<file path="src/rtl/noc_pkg.sv">
// Shared NoC master-arbiter definitions: unit count, field widths and the
// per-source grant state type.
package noc_pkg;
  localparam int unsigned N_PU   = 4;
  localparam int unsigned FLIT_W = 9;
  localparam int unsigned DEST_W = 2;
  localparam int unsigned CNT_W  = 9;

  typedef enum logic {
    IDLE   = 1'b0,
    ACTIVE = 1'b1
  } src_state_e;
endpackage

</file>
<file path="src/rtl/noc_master_arbiter_rr_pick.sv">
// Round-robin picker: first set bit of eligible scanning upward from ptr,
// wrapping modulo N_PU. Purely combinational.
module rr_pick
  import noc_pkg::*;
(
  input  logic [N_PU-1:0]   eligible,
  input  logic [DEST_W-1:0] ptr,
  output logic [N_PU-1:0]   winner,
  output logic              valid
);

  logic [DEST_W-1:0] idx;

  always_comb begin
    winner = '0;
    valid  = 1'b0;
    idx    = '0;
    for (int unsigned k = 0; k < N_PU; k++) begin
      idx = ptr + DEST_W'(k);
      if (!valid && eligible[idx]) begin
        winner[idx] = 1'b1;
        valid       = 1'b1;
      end
    end
  end

endmodule

</file>
<file path="src/rtl/noc_master_arbiter.sv">
// Arbitrates four processing units onto four destinations: one new grant per
// cycle, round-robin among eligible sources, release on last flit or timeout.
module noc_master_arbiter
  import noc_pkg::*;
#(
  parameter int unsigned TIMEOUT_CYCLES = 300
) (
  input  logic                     clock,
  input  logic                     reset,
  input  logic [N_PU-1:0]          req,
  input  logic [N_PU*DEST_W-1:0]   dest,
  input  logic [N_PU*FLIT_W-1:0]   flit_in,
  output logic [N_PU-1:0]          master_response,
  output logic [N_PU*DEST_W-1:0]   route_dest,
  output logic [N_PU-1:0]          dst_busy,
  output logic [N_PU-1:0]          timeout_pulse,
  output logic [N_PU-1:0]          self_err
);

  localparam int unsigned TMO_LAST = TIMEOUT_CYCLES - 1;

  src_state_e                state_q [N_PU];
  src_state_e                state_d [N_PU];
  logic [CNT_W-1:0]          cnt_q   [N_PU];
  logic [CNT_W-1:0]          cnt_d   [N_PU];
  logic [N_PU*DEST_W-1:0]    route_q, route_d;
  logic [DEST_W-1:0]         ptr_q, ptr_d;
  logic [N_PU-1:0]           tmo_q, tmo_d;
  logic [N_PU-1:0]           serr_q, serr_d;
  logic [N_PU-1:0]           eligible, win;
  logic                      win_valid;
  logic [DEST_W-1:0]         d_sel;

  // Busy is derived from registered owner state, so a destination freed at an
  // edge is only seen as free by the request sampled at the following edge.
  always_comb begin
    dst_busy = '0;
    for (int unsigned i = 0; i < N_PU; i++) begin
      if (state_q[i] == ACTIVE) dst_busy[route_q[i*DEST_W +: DEST_W]] = 1'b1;
    end
  end

  always_comb begin
    eligible = '0;
    d_sel    = '0;
    for (int unsigned i = 0; i < N_PU; i++) begin
      d_sel       = dest[i*DEST_W +: DEST_W];
      eligible[i] = (state_q[i] == IDLE) && req[i] &&
                    (d_sel != DEST_W'(i)) && !dst_busy[d_sel];
    end
  end

  rr_pick u_rr_pick (
    .eligible (eligible),
    .ptr      (ptr_q),
    .winner   (win),
    .valid    (win_valid)
  );

  always_comb begin
    state_d = state_q;
    cnt_d   = cnt_q;
    route_d = route_q;
    ptr_d   = ptr_q;
    tmo_d   = '0;
    serr_d  = '0;
    for (int unsigned i = 0; i < N_PU; i++) begin
      case (state_q[i])
        IDLE: begin
          serr_d[i] = req[i] && (dest[i*DEST_W +: DEST_W] == DEST_W'(i));
          if (win[i]) begin
            state_d[i]                     = ACTIVE;
            cnt_d[i]                       = '0;
            route_d[i*DEST_W +: DEST_W]    = dest[i*DEST_W +: DEST_W];
            ptr_d                          = DEST_W'(i + 1);
          end
        end
        ACTIVE: begin
          // A last flit wins over a coincident timeout: no pulse in that case.
          if ((cnt_q[i] != '0) && flit_in[i*FLIT_W + FLIT_W - 1]) begin
            state_d[i] = IDLE;
          end else if (32'(cnt_q[i]) >= TMO_LAST) begin
            state_d[i] = IDLE;
            tmo_d[i]   = 1'b1;
          end else if (cnt_q[i] != '1) begin
            cnt_d[i] = cnt_q[i] + 1'b1;
          end
        end
        default: state_d[i] = IDLE;
      endcase
    end
  end

  always_ff @(posedge clock or posedge reset) begin
    if (reset) begin
      for (int unsigned i = 0; i < N_PU; i++) begin
        state_q[i] <= IDLE;
        cnt_q[i]   <= '0;
      end
      route_q <= '0;
      ptr_q   <= '0;
      tmo_q   <= '0;
      serr_q  <= '0;
    end else begin
      for (int unsigned i = 0; i < N_PU; i++) begin
        state_q[i] <= state_d[i];
        cnt_q[i]   <= cnt_d[i];
      end
      route_q <= route_d;
      ptr_q   <= ptr_d;
      tmo_q   <= tmo_d;
      serr_q  <= serr_d;
    end
  end

  always_comb begin
    master_response = '0;
    for (int unsigned i = 0; i < N_PU; i++) begin
      master_response[i] = (state_q[i] == ACTIVE);
    end
  end

  assign route_dest    = route_q;
  assign timeout_pulse = tmo_q;
  assign self_err      = serr_q;

endmodule

</file>
<file path="config.mk">
export PLATFORM = sky130hd
export DESIGN_NAME = noc_master_arbiter
export DESIGN_NICKNAME = d
export VERILOG_FILES = /design/src/rtl/noc_pkg.sv /design/src/rtl/noc_master_arbiter_rr_pick.sv /design/src/rtl/noc_master_arbiter.sv
export SDC_FILE = /design/constraint.sdc
export NUM_CORES = 1
export LEC_CHECK = 0
export CAP_MARGIN = 10
export CELL_PAD_IN_SITES_DETAIL_PLACEMENT = 1
export CELL_PAD_IN_SITES_GLOBAL_PLACEMENT = 1
export CORE_MARGIN = 3
export CORE_UTILIZATION = 36
export DETAILED_ROUTE_END_ITERATION = 6
export GPL_TIMING_DRIVEN = 0
export HOLD_SLACK_MARGIN = 0.06
export PLACE_DENSITY = 0.78
export SLEW_MARGIN = 20
export SYNTH_ARGS = -nofsm -noshare
export SYNTH_HDL_FRONTEND = slang
export SYNTH_SLANG_ARGS = --single-unit
</file>
<file path="constraint.sdc">
create_clock -name clock -period 3.2 [get_ports clock]
set_input_delay 0.64 -clock clock [delete_from_list [all_inputs] [get_ports clock]]
set_output_delay 0.64 -clock clock [all_outputs]
set_load 0.01 [all_outputs]
</file>
==> metrics.cfg, run 1 <==
[outcome]
status = finished with violations
violations = setup timing

[synthesis]
yosys_warnings = 0
synthAdderAreaFrac_pct = 6.88
async_reset_ff_share_pct = 100
yosys.area.top_type = dfrtp_1
synth_top_family_by_area = simple AND/OR/NAND/NOR gates
synth_edf_count = 0
yosysSeqAreaShare_pct = 39.9
synth-xor-area-share_pct = 5.06
syn_inst = 382
synth_seq_cells = 58
netlist_top_cells_area = dfrtp_1 (40%), ha_1 (6.9%), xor2_1 (5.1%)
synth-simple-area-share_pct = 28.8
syn_nets = 452
syn_area_per_cell_sq_um = 9.52
synthFlopType = dfrtp_1
synth_top_area_share_pct = 39.9
yosysUniqueCellTypes = 59
synth_mux_area_share_pct = 4.34
syn_area_sq_mm = 0.00364
synth_compound_area_share_pct = 11.7

[cells_and_area]
syn_to_final_growth_pct = 30.5
final_cells = 588
drive_above_1_share_pct = 22.6
num_antenna_cells = 0
final_cell_mix = dfrtp_1 (48), clkdlybuf4s50_1 (41), nor2_1 (38), nand2_1 (33), xor2_1 (21)
final_cell_area_sq_mm = 0.00474
num-fill-cells = 1143
layout_commonest_cell = dfrtp_1
fin_nets = 521

[placement]
place_inst = 557
io_buffers = 41
place.gp.congestion = 0.837
dpl.hpwl_um = 7000
pre_cts_slack_ns = -0.761
place_area_sq_mm = 0.00424

[cts]
clock-sinks = 58
cts_tree = built
clkTransAtPathRegs_ns = 0.07
htree_levels = 3
cts.hold.buffers_added = 0
numCtsBuffers = 9
cts_root_buffer = clkbuf_8
cts_buffer_depth = 2
clk_latency_ns = 0.35

[grt]
grtUsageTotal_pct = 18.9
grt_overflow = 0
grt_max_degree = 38
antenna_found_initial = 0
grt_pass1_vias = 3451
grt_first_pass_wirelength_um = 17200

[worst_setup_path]
cp_num_buf_inv = 1
slowest_stage = or4_4
crit_family = simple AND/OR/NAND/NOR gates
path_cells = nor3b_1, or4_4, or4_4, nand2_4, nor2_1, mux4_2, a32oi_2, a21oi_4, buf_6, or2_1
cpPeakStageDelay_ns = 0.58
cp.arrival_ns = 3.50
path_max_fanout = 10
critPathRequiredTime_ns = 3.43
crit_type = reg -> reg
crit_path_frequent_cell = or4_4
start_kind = register
crit_path_end_kind = register

[die]
rows = 36
dieArea_sq_mm = 0.0113
chipWidth_um = 107
initial_core_util_pct = 37.0
die_height_um = 107
core-area_sq_mm = 0.00982
io-pin-count = 74

[sta]
worst_pin_slew_ns = 0.490
setup_ws_ns = -0.0671
relSlewSlack_pct = 67.3
whs_ns = 0.583
rsz0062_at_grt = yes
setup_viol = 16
max_freq_ghz = 0.306
skew_ns = 0.00613
drv_slew = 0
fin_crit_ns = 3.27
hold_viol_final = 0
period_share_pct = 102

[detailed_routing]
vias_per_cell = 5.42
ant_nets = 0
wl_per_cell_um = 17.6
dr_total_vias = 3189
routed_wl_um = 10400
drtIter0Drc = 107
drcViolationCount = 0
firstDrtPassIters = 4

[pwr]
power.density_mw_per_mm2 = 939
peakVddDrop_uv = 289
leakage_nw = 2.07

[run]
drv_cap = 0

[min_path]
hold_path.class = reg -> reg

## cell families after synthesis
family,Yosys count
flops,58
buf+inv,27
xor+xnor,21
compound gates,55
mux,13
fa+ha+maj,20
simple gates,188
## Yosys cell counts (all sizes together) (2+ instances only)
library cell and count:
nor2 41, or4b 5, or2 5, nor4 3, or3 2, nor3b 7, nand3b 9, or4 6
and2 2, ha 20, o31ai 8, nor3 4, nand2 35, xor2 21, and3 9, dfrtp 58
nand3 16, nor4b 2, or3b 2, clkbuf 5, a21oi 9, mux2 12, nor2b 15, a31oi 5
and4 2, nand2b 7, o31a 2, o21ai 16, a211o 5, buf 4, nand4 15, inv 17
## final cells by class
class	count	area [sq um]	area share, %
multi-input cells	297	2230	47.1
flip-flops and latches	58	1460	30.9
repair buffers	59	578	12.2
well taps	133	166	3.51
clock buffers	12	155	3.27
inverters	18	71.3	1.50
plain buffers	8	61.3	1.29
clock inverters	3	15.0	0.317
## metrics by stage
step	utilization, %	TNS (ns)	power [mW]
floorplan	-	0	2.53
global placement	42.9	-23.97	3.19
detailed placement	43.1	-26.81	3.28
CTS	47.1	-0.155	4.24
global route	48.3	-3.61	4.78
finish	48.3	-0.426	4.45
## power breakdown
part | leakage (nW) | internal (mW) | switching, mW | total, mW
Sequential | 0.757 | 0.927 | 0.307 | 1.23
Combinational | 1.22 | 1.28 | 1.32 | 2.60
Clock | 0.0920 | 0.315 | 0.303 | 0.618
Total | 2.07 | 2.52 | 1.93 | 4.45
## registers in the layout, summed over array words and instances (netlist names)
signal	cells
cnt_q	36
route_dest	8
master_response	4
self_err	4
ptr_q	2
timeout_pulse	4
## worst reg2reg max path, cell delays in order, from the launching register on
cell	delay [ns]
dfrtp_2	0.44
nor3b_1	0.15
or4_4	0.58
or4_4	0.46
nand2_4	0.09
nor2_1	0.05
mux4_2	0.55
a32oi_2	0.32
a21oi_4	0.13
buf_6	0.16
or2_1	0.23
## layer usage
layer  vias up  share of wire [%]  global-route usage [%]
met3        18                2.8                    2.79
met1      1625                 43                    23.2
li1       1499                  -                       -
met4         0                2.0                    6.94
met5         -                  0                       0
met2        47                 52                    33.7
## repair_timing
| item | 4_1_cts | 5_1_grt |
|---|---|---|
| gates resized for setup | 33 | 23 |
| setup endpoints to repair | 50 | 40 |
| buffers inserted | 11 | 6 |
| pin swaps | 9 | 8 |
## worst paths after layout
path	start	endpoint	slack (ns)	cells after the start
worst max register to register	master_response[1]$_DFF_PP0_	master_response[0]$_DFF_PP0_	-0.07	10
min in group asynchronous	reset	timeout_pulse[0]$_DFF_PP0_	0.59	2
max in group asynchronous	reset	route_dest[3]$_DFFE_PP0P_	2.10	3
worst min register to register	cnt_q[16]$_DFFE_PP0P_	cnt_q[16]$_DFFE_PP0P_	0.58	2
worst max-delay path	master_response[1]$_DFF_PP0_	master_response[0]$_DFF_PP0_	-0.07	10
worst min-delay path	cnt_q[16]$_DFFE_PP0P_	cnt_q[16]$_DFFE_PP0P_	0.58	2
No activity file was read; power rests on OpenSTA's default activity.
==> run 2: changes to the inputs <==
--- a/config.mk
+++ b/config.mk
@@ -13,3 +13,2 @@
 export DETAILED_ROUTE_END_ITERATION = 6
-export GPL_TIMING_DRIVEN = 0
 export HOLD_SLACK_MARGIN = 0.06
==> constraint.sdc (replaced) <==
create_clock -name clock -period 3.2 [get_ports clock]
set_input_delay 0.32 -clock clock [delete_from_list [all_inputs] [get_ports clock]]
set_output_delay 0.32 -clock clock [all_outputs]
set_load 0.01 [all_outputs]
==> run 2 against run 1 <==
The run still ends with setup timing left. Via count is 6.0% higher. Register-to-register slack better by 0.06 ns. Maximum frequency rose by 2.0%. Critical endpoint is now route_dest[1]$_DFFE_PP0P_. Largest power group unchanged.
==> metrics.cfg, run 2 (synthesis gave the netlist of run 1 again) <==
[sta]
fin_crit_ns = 3.20  ; -0.0629 ns
max_freq_ghz = 0.312  ; +2.0%
whs_ns = 0.517  ; -0.0661 ns
period_share_pct = 100  ; -2.0 points
relSlewSlack_pct = 49.3  ; -18 points
setup_ws_ns = -0.00421  ; +0.0629 ns
setup_viol = 2  ; -14
setup_tns_ns = -0.00521  ; +0.421 ns
skew_ns = 0.0126  ; +0.00651 ns
hold_viol_final = 0  ; unchanged
drv_slew = 0  ; unchanged
worst_pin_slew_ns = 0.761  ; +0.271 ns
rsz0062_at_grt = yes

[cells_and_area]
largest_register_ffs = 36  ; unchanged
multi_input_area_sq_mm = 0.00221  ; -0.84%
syn_to_final_growth_pct = 38.0
regMostFlops = cnt_q
fin_nets = 557  ; +6.9%
num_antenna_cells = 0  ; unchanged
seqCellArea_sq_mm = 0.00145  ; -0.85%
final_util_pct = 51.1  ; +2.8 points
layout_commonest_cell = dfrtp_1
num-fill-cells = 1146  ; +0.26%
final_cell_mix = dfrtp_1 (58), buf_4 (51), clkdlybuf4s50_1 (41), nor2_1 (37), nand2_1 (32)
drive_above_1_share_pct = 26.3  ; +3.6 points

[pwr]
peakVddDrop_uv = 383  ; +33%
power_frac_seq_pct = 22.1  ; -5.6 points
switching_power_mw = 2.03  ; +5.1%
power.density_mw_per_mm2 = 986  ; +5.1%
combPwrFrac_pct = 64.4  ; +6.0 points
internal-power_mw = 2.92  ; +16%
total_power_mw = 4.95  ; +11%
p_sw_share_pct = 41.0  ; -2.4 points
clockPowerShare_pct = 13.5  ; -0.4 points
leakage_nw = 2.26  ; +9.2%

[cts]
cts_tree = built
cts_root_buffer = clkbuf_8
clk_latency_ns = 0.34  ; about the same
htree_levels = 3  ; unchanged
cts.hold.buffers_added = 0  ; unchanged
clock-sinks = 58  ; unchanged
clkTransAtPathRegs_ns = 0.06  ; about the same
numCtsBuffers = 9  ; unchanged
cts_buffer_depth = 2  ; unchanged

[detailed_routing]
firstDrtPassIters = 4  ; unchanged
met2_length_um = 6220  ; +14%
ant_nets = 0  ; unchanged
drtIter0Drc = 85  ; -21%
wl_met3_um = 338  ; +18%
drcViolationCount = 0  ; unchanged
routed_wl_um = 11300  ; +9.2%
dr_total_vias = 3380  ; +6.0%
wl_met1_um = 4520  ; +2.0%
vias_per_cell = 5.42  ; -0.13%
wl_per_cell_um = 18.1  ; +2.9%
highest_layer = met4

[die]
die_height_um = 107  ; unchanged
chipWidth_um = 107  ; unchanged
initial_core_util_pct = 37.0  ; unchanged
rows = 36  ; unchanged
io-pin-count = 74  ; unchanged
dieArea_sq_mm = 0.0113  ; unchanged
core-area_sq_mm = 0.00982  ; unchanged

[worst_setup_path]
crit_type = reg -> reg
cp.arrival_ns = 3.42  ; -0.08 ns
crit_path_end_kind = register
critPathRequiredTime_ns = 3.42  ; about the same
start_kind = register
path_max_fanout = 7  ; -3
ff2ff_path_depth = 11  ; +1

[grt]
grt_first_pass_wirelength_um = 18600  ; +8.2%
grt_overflow = 0  ; unchanged
grt_pass1_vias = 3697  ; +7.1%
grt_max_degree = 59  ; +55%
grtUsageTotal_pct = 20.7  ; +1.8 points
antenna_found_initial = 0  ; unchanged

[outcome]
violations = setup timing
status = finished with violations

[min_path]
hold_path.class = in -> async

[placement]
dpl.hpwl_um = 7880  ; +13%
place.gp.congestion = 0.834  ; -0.33%
io_buffers = 41  ; unchanged

[run]
drv_cap = 0  ; unchanged

-- run 2: cell types whose count changed in the layout (fill, tap and decap cells not counted), moves of 3 or more --
cell / previous run / this run
nand2_2: 0 / 3
dfrtp_2: 10 / 0
mux2_2: 6 / 10
mux2_4: 6 / 2
buf_4: 14 / 51
o21ai_1: 7 / 4
buf_6: 6 / 9
dfrtp_1: 48 / 58
-- run 2: power groups by stage --
stage                     clock network, mW  logic (mW)  registers [mW]
after global placement                    0        2.48            1.08
after floorplan                           0        1.36            1.17
final                                 0.668        3.19            1.10
after global routing                  0.724        3.43            1.12
after CTS                             0.687        2.92            1.09
after detailed placement                  0        2.60            1.10
-- run 2: layout make-up --
cell class / count / area share, %
inverters: 18 / 1.35
well taps: 133 / 3.32
flip-flops and latches: 58 / 28.9
multi-input cells: 297 / 44.1
repair buffers: 103 / 18.6
clock buffers: 12 / 2.89
clock inverters: 3 / 0.798
-- run 2: path summary, 6_finish.rpt --
check | startpoint | endpoint | slack [ns]
worst max-delay path | master_response[0]$_DFF_PP0_ | route_dest[1]$_DFFE_PP0P_ | -0.004
worst min-delay path | reset | cnt_q[1]$_DFFE_PP0P_ | 0.52
worst max register to register | master_response[0]$_DFF_PP0_ | route_dest[1]$_DFFE_PP0P_ | -0.004
worst min register to register | cnt_q[4]$_DFFE_PP0P_ | cnt_q[4]$_DFFE_PP0P_ | 0.58
max in group asynchronous | reset | route_dest[0]$_DFFE_PP0P_ | 2.19
min in group clock | cnt_q[4]$_DFFE_PP0P_ | cnt_q[4]$_DFFE_PP0P_ | 0.58
-- run 2: worst max-delay path, cell delays in order, from the launching register on --
cell	delay, ns
dfrtp_1	0.35
buf_4	0.18
nand2_1	0.08
o2111ai_2	0.23
buf_4	0.18
o32ai_1	0.10
or2_1	0.27
or4b_1	0.58
a211o_1	0.32
o311a_1	0.16
a21oi_4	0.27
mux2_2	0.37
-- run 2: repair_timing --
item / CTS / global route
pin swaps: 12 / 8
resized for setup: 19 / 24
setup endpoints to repair: 45 / 50
setup buffers: 7 / 4
gates cloned: 0 / 1
-- run 2: metal layers --
metal | GRT usage (%) | up-vias
met2 | 38.0 | 61
met4 | 7.58 | 0
met5 | 0 | -
li1 | - | 1576
met3 | 4.25 | 23
met1 | 23.7 | 1720
-- run 2: metrics by stage --
step	setup slack, ns	area [sq um]	cells
6_report	-0.00421	5020	624
5_1_grt	-0.127	5020	624
4_1_cts	-0.0203	4880	619
3_5_place_dp	-0.214	4530	597
3_3_place_gp	-0.110	4530	597
2_1_floorplan	0.0476	3640	382
==> run 3: changes to the inputs <==
CORE_MARGIN = default   (was 3)
GPL_ROUTABILITY_DRIVEN = 0   (was default)
==> run 3 against run 2 <==
The flow still finishes with violations (setup timing). Sequential share of layout area is 0.10 points lower. Worst hold slack lost 0.13 ns. Setup slack worse by 0.055 ns. Power is essentially flat. Sequential power hardly changed. Critical path type unchanged. Largest cell class unchanged. Largest power group unchanged.
==> metrics.cfg, run 3 (synthesis gave the netlist of run 1 again) <==
[placement]
place_area_sq_mm = 0.00455  ; +0.44%
dpl.hpwl_um = 7640  ; -3.1%
place_inst = 598  ; +0.17%
io_buffers = 41  ; unchanged

[cts]
cts_root_buffer = clkbuf_8
cts_buffer_depth = 2  ; unchanged
htree_levels = 3  ; unchanged
cts.hold.buffers_added = 0  ; unchanged
cts_tree = built
clock-sinks = 58  ; unchanged
clk_latency_ns = 0.34  ; about the same
clkTransAtPathRegs_ns = 0.07  ; about the same
numCtsBuffers = 9  ; unchanged

[detailed_routing]
firstDrtPassIters = 4  ; unchanged
routed_wl_um = 11600  ; +2.6%
drtIter0Drc = 126  ; +48%
drcViolationCount = 0  ; unchanged
ant_nets = 0  ; unchanged
wl_per_cell_um = 18.7  ; +3.2%
vias_per_cell = 5.49  ; +1.3%
dr_total_vias = 3401  ; +0.62%

[sta]
max_freq_ghz = 0.307  ; -1.7%
relSlewSlack_pct = 56.8  ; +7.5 points
hold_viol_final = 0  ; unchanged
drv_slew = 0  ; unchanged
setup_ws_ns = -0.0597  ; -0.0555 ns
rsz0062_at_grt = yes
period_share_pct = 102  ; +1.7 points
fin_crit_ns = 3.26  ; +0.0555 ns
setup_viol = 9  ; +7
worst_pin_slew_ns = 0.648  ; -0.113 ns
skew_ns = 0.00874  ; -0.00390 ns
whs_ns = 0.390  ; -0.127 ns

[outcome]
status = finished with violations
violations = setup timing

[grt]
grtUsageTotal_pct = 22.4  ; +1.6 points
grt_pass1_vias = 3619  ; -2.1%
grt_first_pass_wirelength_um = 18000  ; -3.0%
grt_overflow = 0  ; unchanged
antenna_found_initial = 0  ; unchanged
grt_max_degree = 32  ; -46%

[die]
dieArea_sq_mm = 0.0105  ; -7.4%
chipWidth_um = 103  ; -3.8%
initial_core_util_pct = 37.2  ; +0.17 points
io-pin-count = 74  ; unchanged
rows = 36  ; unchanged
die_height_um = 103  ; -3.8%
core-area_sq_mm = 0.00977  ; -0.46%

[worst_setup_path]
critPathRequiredTime_ns = 3.42  ; about the same
crit_type = reg -> reg
start_kind = register
r2r_setup_slack_ns = -0.06  ; -0.06 ns
path_max_fanout = 9  ; +2
crit_path_end_kind = register
cp.arrival_ns = 3.48  ; +0.06 ns
r2r_start = route_dest[5]$_DFFE_PP0P_
ff2ff_path_depth = 13  ; +2
r2r-end = master_response[0]$_DFF_PP0_

[cells_and_area]
fin_nets = 552  ; -0.90%
final_cells = 620  ; -0.64%
multi_input_area_sq_mm = 0.00226  ; +2.3%
num-fill-cells = 1101  ; -3.9%
regMostFlops = cnt_q
largest_register_ffs = 36  ; unchanged
drive_above_1_share_pct = 25.9  ; -0.40 points
syn_to_final_growth_pct = 38.5
final_cell_area_sq_mm = 0.00504  ; +0.35%
num_antenna_cells = 0  ; unchanged
layout_commonest_cell = dfrtp_1
seqCellArea_sq_mm = 0.00145  ; unchanged
final_util_pct = 51.5  ; +0.41 points
final_cell_mix = dfrtp_1 (58), buf_4 (46), clkdlybuf4s50_1 (41), nor2_1 (38), nand2_1 (33)

[pwr]
total_power_mw = 4.95  ; about the same
power.density_mw_per_mm2 = 983  ; -0.34%
leakage_nw = 2.26  ; about the same
peakVddDrop_uv = 388  ; +1.2%

[run]
drv_cap = 0  ; unchanged

[min_path]
hold_path.class = in -> async

-- run 3: layout make-up --
| class | count | area share (%) |
|---|---|---|
| inverters | 18 | 1.34 |
| repair buffers | 98 | 17.6 |
| clock buffers | 14 | 3.23 |
| clock inverters | 2 | 0.696 |
| well taps | 133 | 3.30 |
| flip-flops and latches | 58 | 28.8 |
| multi-input cells | 297 | 45.0 |
-- run 3: per-stage QoR --
step           setup WS [ns]  TNS, ns
2_1_floorplan         0.0476        0
3_3_place_gp         -0.0670   -0.354
3_5_place_dp          -0.208    -4.58
4_1_cts              -0.0180  -0.0337
5_1_grt               -0.205    -5.45
6_report             -0.0597   -0.354
-- run 3: how the worst max path moves through the flow --
stage	startpoint	to	slack, ns	depth (start not counted)
after floorplan	master_response[1]$_DFF_PP0_	master_response[0]$_DFF_PP0_	0.05	10
after global placement	dest[4]	route_dest[7]$_DFFE_PP0P_	-0.07	8
after detailed placement	dest[4]	route_dest[7]$_DFFE_PP0P_	-0.21	8
after CTS	route_dest[3]$_DFFE_PP0P_	route_dest[1]$_DFFE_PP0P_	-0.02	11
after global routing	route_dest[5]$_DFFE_PP0P_	ptr_q[1]$_DFF_PP0_	-0.21	14
final	route_dest[5]$_DFFE_PP0P_	master_response[0]$_DFF_PP0_	-0.06	13
-- run 3: per-layer routing --
metal  vias to the layer above  track usage, %  wire [um]
met1                      1734            26.5       4670
met5                         -               0          0
met2                        66            40.2       6160
met3                        32            4.41        416
li1                       1569               -          -
met4                         0            7.80        357
-- run 3: what timing repair did --
item / 4_1_cts / 5_1_grt
setup buffers: 4 / 3
endpoints found under the hold margin: 0 / 0
pin swaps: 9 / 16
resized for setup: 19 / 30
endpoints found under the setup margin: 39 / 50
-- run 3: worst max-delay path, cell delays in order (launching register included) --
cell     delay (ns)
dfrtp_1        0.38
buf_4          0.14
buf_4          0.14
nand3_1        0.09
nand4_1        0.17
nor3_1         0.46
nor3_4         0.10
buf_4          0.18
nor2b_1        0.14
mux4_2         0.52
a32oi_2        0.32
a21oi_4        0.13
buf_6          0.16
or2_1          0.23
-- run 3: report_power, final --
| group | internal (mW) | switching [mW] |
|---|---|---|
| combinational | 1.56 | 1.60 |
| clock | 0.403 | 0.295 |
| sequential | 0.915 | 0.182 |
| total | 2.87 | 2.08 |
